--- src/rtl/instr_fetch_pkg.sv ---
// instr_fetch_pkg: shared constants, fetch state type and address-mask helper for the fetch stage.
package instr_fetch_pkg;

    localparam logic [31:0] NOP_WORD   = 32'h0000_0000;
    localparam logic [31:0] HALT_WORD  = 32'h0000_000C;
    localparam int unsigned WORD_BYTES = 4;

    typedef enum logic {ST_RUN, ST_HALT} fetch_state_t;

    // Keep only word-address bits [aw-1:2]; byte offset and out-of-depth bits are cleared.
    function automatic logic [31:0] addr_mask(input logic [31:0] addr, input int unsigned aw);
        logic [31:0] lim;
        lim = (aw >= 32) ? '1 : ((32'd1 << aw) - 32'd1);
        return addr & lim & ~32'd3;
    endfunction

endpackage

--- src/rtl/instr_fetch_if.sv ---
// instr_fetch_if: combinational instruction-memory bus (fetch stage is master, memory is slave).
interface instr_fetch_if;
    logic [31:0] endereco;
    logic [31:0] instrucao;
    modport master (output endereco, input instrucao);
    modport slave (input endereco, output instrucao);
endinterface

--- src/rtl/instr_fetch_pc_next_sel.sv ---
// pc_next_sel: next-PC mux with wrap inside the memory depth, alignment clear and misaligned flag.
module pc_next_sel
    import instr_fetch_pkg::*;
#(
    parameter int unsigned MEM_WORDS = 32
) (
    input  logic [31:0] pc,
    input  logic        branch_taken,
    input  logic [31:0] branch_target,
    output logic [31:0] pc_seq,
    output logic [31:0] pc_next,
    output logic        misaligned
);

    localparam int unsigned AW = $clog2(MEM_WORDS) + 2;

    always_comb begin
        pc_seq     = addr_mask(pc + 32'(WORD_BYTES), AW);
        pc_next    = branch_taken ? addr_mask(branch_target, AW) : pc_seq;
        misaligned = branch_taken && (branch_target[1:0] != 2'b00);
    end

endmodule

--- src/rtl/instr_fetch.sv ---
// instr_fetch: PC owner and IF/ID register with stall, flush and branch redirect.
// Optional halt-on-syscall behaviour is enabled by defining INSTR_FETCH_HALT_EN.
module instr_fetch
    import instr_fetch_pkg::*;
#(
    parameter logic [31:0] RESET_PC  = 32'h0000_0000,
    parameter int unsigned MEM_WORDS = 32
) (
    input  logic               clk,
    input  logic               rst_n,
    input  logic               stall,
    input  logic               flush,
    input  logic               branch_taken,
    input  logic [31:0]        branch_target,
    instr_fetch_if.master      imem,
    output logic [31:0]        if_instr,
    output logic [31:0]        if_pc,
    output logic [31:0]        if_pc4,
    output logic               if_valid,
    output logic               misaligned,
    output logic               halted
);

    logic [31:0] pc;
    logic [31:0] pc_seq;
    logic [31:0] pc_next;
    logic        mis_br;

    assign imem.endereco = pc;

    pc_next_sel #(.MEM_WORDS(MEM_WORDS)) u_sel (
        .pc            (pc),
        .branch_taken  (branch_taken),
        .branch_target (branch_target),
        .pc_seq        (pc_seq),
        .pc_next       (pc_next),
        .misaligned    (mis_br)
    );

`ifdef INSTR_FETCH_HALT_EN
    fetch_state_t state;
    fetch_state_t state_next;
    logic         fetch_now;

    assign fetch_now = !branch_taken && !stall;

    always_ff @(posedge clk) begin
        state <= !rst_n ? ST_RUN : state_next;
    end

    // Halt is entered only by a normal capture of the syscall word.
    always_comb begin
        state_next = (state == ST_RUN && fetch_now && imem.instrucao == HALT_WORD) ? ST_HALT : state;
    end

    assign halted = (state == ST_HALT);
`else
    assign halted = 1'b0;
`endif

    always_ff @(posedge clk) begin
        if (!rst_n) begin
            pc         <= RESET_PC;
            if_instr   <= NOP_WORD;
            if_pc      <= 32'h0;
            if_pc4     <= 32'h0;
            if_valid   <= 1'b0;
            misaligned <= 1'b0;
        end else if (halted) begin
            if_valid   <= 1'b0;
            misaligned <= 1'b0;
        end else if (branch_taken) begin
            pc         <= pc_next;
            if_valid   <= 1'b0;
            misaligned <= mis_br;
        end else if (stall) begin
            if_valid   <= flush ? 1'b0 : if_valid;
            misaligned <= 1'b0;
        end else begin
            pc         <= pc_seq;
            if_instr   <= imem.instrucao;
            if_pc      <= pc;
            if_pc4     <= pc_seq;
            if_valid   <= !flush;
            misaligned <= 1'b0;
        end
    end

endmodule
--- src/flat_wrapper.sv ---
// flat-port wrapper written by rule: the top's interface ports become plain ports
module instr_fetch_flat import instr_fetch_pkg::*;
#(
    parameter logic [31:0] RESET_PC  = 32'h0000_0000,
    parameter int unsigned MEM_WORDS = 32
)
  (clk, rst_n, stall, flush, branch_taken, branch_target, if_instr, if_pc, if_pc4, if_valid, misaligned, halted, imem_endereco, imem_instrucao);
  instr_fetch_if imem_i ();
  input  logic clk;
  input  logic rst_n;
  input  logic stall;
  input  logic flush;
  input  logic branch_taken;
  input  logic [31:0] branch_target;
  output logic [31:0] if_instr;
  output logic [31:0] if_pc;
  output logic [31:0] if_pc4;
  output logic if_valid;
  output logic misaligned;
  output logic halted;
  output wire logic [$bits(imem_i.endereco)-1:0] imem_endereco;
  input wire logic [$bits(imem_i.instrucao)-1:0] imem_instrucao;
  assign imem_endereco = imem_i.endereco;
  assign imem_i.instrucao = imem_instrucao;
  instr_fetch #(.RESET_PC(RESET_PC), .MEM_WORDS(MEM_WORDS)) u_core (.clk(clk), .rst_n(rst_n), .stall(stall), .flush(flush), .branch_taken(branch_taken), .branch_target(branch_target), .imem(imem_i), .if_instr(if_instr), .if_pc(if_pc), .if_pc4(if_pc4), .if_valid(if_valid), .misaligned(misaligned), .halted(halted));
endmodule
--- config.mk ---
export PLATFORM = sky130hd
export DESIGN_NAME = instr_fetch_flat
export DESIGN_NICKNAME = d
export VERILOG_FILES = /design/src/rtl/instr_fetch_pkg.sv /design/src/rtl/instr_fetch_if.sv /design/src/rtl/instr_fetch_pc_next_sel.sv /design/src/rtl/instr_fetch.sv /design/src/flat_wrapper.sv
export SDC_FILE = /design/constraint.sdc
export NUM_CORES = 1
export LEC_CHECK = 0
export ABC_AREA = 0
export ABC_CLOCK_PERIOD_IN_PS = 1270
export CAP_MARGIN = 20
export CORE_MARGIN = 2
export CORE_UTILIZATION = 55
export DETAILED_ROUTE_END_ITERATION = 8
export DONT_BUFFER_PORTS = 1
export PLACE_DENSITY = 0.78
export SETUP_SLACK_MARGIN = 0.15
export SKIP_LAST_GASP = 1
export SLEW_MARGIN = 5
export SYNTH_ARGS = -nofsm -noshare
export SYNTH_HDL_FRONTEND = slang
export SYNTH_HIERARCHICAL = 1
export SYNTH_SLANG_ARGS = --single-unit
--- constraint.sdc ---
create_clock -name clk -period 1.27 [get_ports clk]
set_input_delay 0.254 -clock clk [delete_from_list [all_inputs] [get_ports clk]]
set_output_delay 0.254 -clock clk [all_outputs]
set_load 0.03 [all_outputs]
Word level (Yosys, flattened, before mapping)
Cells that the tools add are included.
{ "word_totals": {"regBits": 49, "inputBits": 69, "output_inout_bits": 131, "elab_cells": 22} }
{ "classes": {"addsub": 1, "n_eq_ne": 2, "muxes": 4, "bitwise": 3, "reduce_logical": 6} }
{ "ops": {"columns": ["cell", "n"], "rows": [
  ["7-bit 2-to-1 mux", 2],
  ["7-bit by 3-bit adder with 7-bit output (second input constant)", 1],
  ["2-bit by 1-bit != test with 1-bit output (second input constant)", 2],
  ["2-bit AND reduction", 2],
  ["1-bit NOT", 3],
  ["1-bit 2-to-1 mux", 2],
  ["2-bit nonzero test", 1],
  ["2-bit OR reduction", 1],
  ["1-bit logical AND", 1],
  ["1-bit logical NOT", 1]
]} }

Longest topological paths before layout
{ "logic_depth": {"ltp_word": 3, "ltp_mapped": 6, "ltp_nobuf": 6} }

By module
The synthesis kept the hierarchy.
{ "by_module_without_submodules": {"columns": ["module", "instances", "cells_per_inst", "area_each_um2"], "rows": [
  ["instr_fetch", 1, 588, 5592.9],
  ["pc_next_sel", 1, 70, 553.0]
]} }

Worst setup path before layout
Ideal clock, no wire load.
{ "synth_path": {"path_type": "reg-to-reg", "from": "register u_core.pc[2] (netlist: u_core/imem.endereco[2])", "to": "register u_core.pc[6] (netlist: u_core/imem.endereco[6])", "setup_time_ps": 138, "arrival_ps": 1505, "required_time_ps": 1132, "slack_ps": -372, "path_stages_with_launch": 7, "n_path_buf": 0, "period_less_slack_ps": 1642, "path_cell_list": "dfxtp_1 > ha_1 > nand3_2 > xnor2_2 > mux2_2 > nor2b_1 > a211oi_1"} }
{ "synth_between": {"elab_chain_len": 3} }
{ "synth_rtl": {"columns": ["element", "line_no", "rtl"], "rows": [
  ["start, declared", "instr_fetch.sv:24", "logic [31:0] pc;"],
  ["start signal, assigned", "instr_fetch.sv:73", "pc <= pc_next;"],
  ["start signal, assigned", "instr_fetch.sv:80", "pc <= pc_seq;"],
  ["7-bit by 3-bit adder with 7-bit output", "instr_fetch_pc_next_sel.sv:18", "pc_seq = addr_mask(pc + 32'(WORD_BYTES), AW);"],
  ["via u_core.pc_seq[6]", "instr_fetch.sv:25", "logic [31:0] pc_seq;"],
  ["7-bit 2-to-1 mux", "instr_fetch.sv:76", "end else if (stall) begin"],
  ["7-bit 2-to-1 mux", "instr_fetch.sv:72", "end else if (branch_taken) begin"]
]} }
The timed path passes the listed nets, and every way through them passes these cells. The select of a mux whose other input is x is not followed.
A chain may end at the register's enable or synchronous reset.

Worst setup path after layout
{ "layout_path": {"from": "register u_core.pc[2] (netlist: u_core/imem.endereco[2])", "to": "output imem_endereco[2]"} }
{ "layout_rtl": {"columns": ["element", "line_no", "rtl"], "rows": [
  ["end, declared", "flat_wrapper.sv:21", "output wire logic [$bits(imem_i.endereco)-1:0] imem_endereco;"]
]} }
No word-level cell between the ends.

==> metrics.md <==
| Metric | Value |
|---|---|
| Cell accounting for the most synthesized area | `dfxtp_1` |
| Total negative slack for setup checks | `-0.566 ns` |
| Area of the mapped netlist | `0.00615 mm2` |
| Synthesis warning total | `6` |
| Clock tree from TritonCTS | `yes` |
| Maximum single-stage delay on the critical path | `0.37 ns` |
| Cell total after placement | `785` |
| Post-synth top flop | `dfxtp_1` |
| Detail-routed net length per standard cell | `17.3 um` |
| DRT antenna net count | `0` |
| Number of instances in the synthesized netlist | `658` |
| Root Buffer | `clkbuf_8` |
| Nets | `824` |
| Maximum number of pins on one net before global-route repair | `235` |
| Non-filler instance count after layout | `905` |
| Top-area cell type share of the netlist area | `42.3%` |
| Initial cell density of the core | `56.4%` |
| Violations in the final reports | `hold timing, setup timing` |
| Fmax achieved | `719 MHz` |
| Pwr dens | `1290 mW/mm2` |
| Result of the run | `finished with violations` |
| Number of different library cells in the post-synthesis netlist | `25` |
| Number of antenna violations at the first check in global routing | `0` |
| Crit Path Max Fanout | `4` |
| Unrepaired setup endpoints after global routing | `yes` |
| Insertion delay of the later-clocked pin in the worst-skew pair | `0.51 ns` |
| Design Power | `10,700 uW` |
| Async set-or-reset flop fraction in the synthesized netlist | `0%` |
| Crit path max-delay cell type | `dfxtp_4` |
| Sequential-to-total area share from yosys stat | `42.3%` |
| Area of the placeable core | `0.0109 mm2` |
| Detail-routed via count per cell | `5.52` |
| Port Buf Inserts | `0` |
| MaxCap Viol Count | `0` |
| FP Rows | `38` |
| # diodes | `0` |
| X dimension of the die | `110 um` |
| Ports placed on the boundary | `200` |
| HPWL reported at the end of detailed placement | `7.68 mm` |
| Layout cell share with drive strength beyond 1 | `35.2%` |
| Setup crit start kind | `flip-flop` |
| Data required time at the worst endpoint | `1.02 ns` |
| H-tree depth reported by CTS | `4` |
| Maximum buffer depth of the clock tree | `2` |
| Hold crit path type | `input pin to flip-flop` |
| Count of unresolved DRC violations after routing | `0` |
| Setup slack of the worst register-to-register path | `-0.12 ns` |
| Combinational share of power | `13.0%` |
| Type of element capturing the critical path | `output pin` |
| Proportion of total power due to net switching | `25.8%` |
| Floorplan die area | `0.0120 mm2` |
| Number of global-route vias before repair | `4,697` |
| Setup-failing EPs final | `8` |
| Final count of pins violating max slew | `0` |
| Cells on Worst Hold Path | `1` |
| Wire length of the first global-routing pass | `23.0 mm` |
| Leakage power | `0.00313 uW` |
| Number of violations reported at the end of detailed-routing iteration 0 | `379` |
| Cell types occupying the most area after synthesis | `dfxtp_1 (42%), or3b_1 (13%), o21ai_0 (7.9%)` |
| Clock skew after layout | `0.00565 ns` |
| Total length of routed wires | `15.6 mm` |
| Total track usage | `24.6%` |
| RD Place Congestion | `0.768` |
| Net switching power | `2750 uW` |
| Count of clock tree sinks | `130` |
| # fillers | `642` |
| Flop pwr share | `43.0%` |
| Count of endpoints failing hold in the final timing report | `38` |
| Clock network power share | `44.0%` |
| CP most frequent cell | `buf_6` |
| Placed instance area | `0.00622 mm2` |
| Number of buffers inserted during clock tree synthesis | `17` |
| DR pass1 iterations | `5` |
| Total grt overflow | `0` |
| Post-route clock period utilization | `109%` |
| Fin worst setup slack | `-0.120 ns` |
| Type of the setup path with the least slack | `flip-flop to output pin` |
| Via count | `5,000` |
| Final critical path time including I/O delays and setup | `1.39 ns` |
| Critical path, cell by cell | `buf_6, buf_6` |
| Depth of the worst register-to-register path | `5` |
| Top cells by count, synth | `dfxtp_1 (130), o21ai_0 (97), a21oi_1 (96)` |
| Top-count cell post-synth | `dfxtp_1` |
| Post-synth EDFFs | `0` |
| P&R area growth vs syn | `34.5%` |
| Data arrival time of the critical path | `1.14 ns` |
| Clock transition at path regs | `0.06 ns` |
| Total non-filler cell area in the finished layout | `0.00827 mm2` |
| Seq cells post-synth | `130` |
| Die Y-Extent | `110 um` |
| Maximum vdd drop | `0.000796 V` |
| Avg Inst Size Synth | `9.34 um2` |
| Cell-internal power | `7930 uW` |
| Tightest hold margin | `-0.105 ns` |
==> stage by stage <==
step / util [%] / setup WS (ns)
after floorplan: - / -0.0831
after global placement: 57.1 / -0.0235
after detailed placement: 57.1 / -0.0587
after CTS: 74.7 / -0.134
after global routing: 75.9 / -0.160
final: 75.9 / -0.120
==> area by class of cell <==
| type | instances | area [um2] | area share (%) |
|---|---|---|---|
| multi-input combinational | 454 | 3020 | 36.6 |
| timing repair buffer | 147 | 1510 | 18.3 |
| inverter | 4 | 17.5 | 0.212 |
| sequential | 130 | 2980 | 36.0 |
| clock buffer | 25 | 484 | 5.86 |
| tap | 140 | 175 | 2.12 |
| clock inverter | 5 | 77.6 | 0.938 |
==> flip-flops by register name (all words and copies together), names as in the netlist <==
name	cells
u_core/if_valid	1
u_core/if_pc4	32
u_core/if_instr	32
u_core/imem.endereco	32
u_core/if_pc	32
u_core/misaligned	1
==> final timing paths <==
| check | endpoint | startpoint |
|---|---|---|
| worst max-delay path | imem_endereco[2] | u_core/imem.endereco[2] |
| worst min-delay path | u_core/if_valid | branch_taken |
| worst max register to register | u_core/if_pc4[6] | u_core/imem.endereco[2] |
| worst min register to register | u_core/if_valid | u_core/if_valid |
==> power by group through the flow <==
stage | registers, uW | logic (uW) | clock network, uW
after global placement | 4730 | 951 | 0
after detailed placement | 4740 | 979 | 0
after CTS | 4590 | 1280 | 4770
after floorplan | 4900 | 825 | 0
after global routing | 4620 | 1480 | 4980
final | 4590 | 1390 | 4700
==> cell usage in the layout (no fill, tap or decap), types with 4 or more instances in the layout <==
cell type / synthesis / final
o21ai_0: 97 / 97
a21oi_1: 96 / 91
or3b_1: 91 / 89
dfxtp_4: 0 / 86
dlygate4sd3_1: 0 / 61
conb_1: 2 / 55
buf_6: 15 / 49
dfxtp_2: 0 / 44
mux2i_1: 32 / 32
nor2b_1: 32 / 31
buf_4: 56 / 31
a211oi_1: 32 / 30
clkbuf_16: 0 / 16
clkbuf_8: 0 / 5
or3b_2: 5 / 5
buf_12: 1 / 5
clkbuf_1: 46 / 4
a21oi_2: 0 / 4
==> timing repair <==
| action | 4_1_cts | 5_1_grt |
|---|---|---|
| endpoints found under the setup margin | 140 | 143 |
| resized for setup | 265 | 14 |
| pin swaps | 3 | 4 |
| setup buffers | 22 | 7 |
| endpoints found under the hold margin | 128 | 62 |
| hold buffers | 59 | 2 |
==> worst max-delay path, delay by kind of cell (launching register included) <==
family,cells,cell delay (ns)
flip-flops,1,0.37
buffers and inverters,2,0.26
==> cell families after synthesis <==
logic type / Yosys count / share of synthesized area [%]
other: 2 / 0.122
xor gates and xnor gates: 3 / 0.672
muxes: 36 / 5.94
adders and majority gates: 1 / 0.204
and+or+nand+nor: 132 / 17.4
AOI/OAI and AO/OA: 227 / 19.9
DFF: 130 / 42.3
buffers and inverters: 127 / 13.4
==> layer usage <==
metal | share of wire (%) | up-vias | GRT usage, %
li1 | - | 2450 | -
met1 | 39 | 2377 | 27.2
met2 | 53 | 154 | 44.4
met3 | 6.6 | 19 | 6.70
met4 | 1.6 | 0 | 10.0
met5 | 0 | - | 0
No activity file was read; power rests on OpenSTA's default activity.
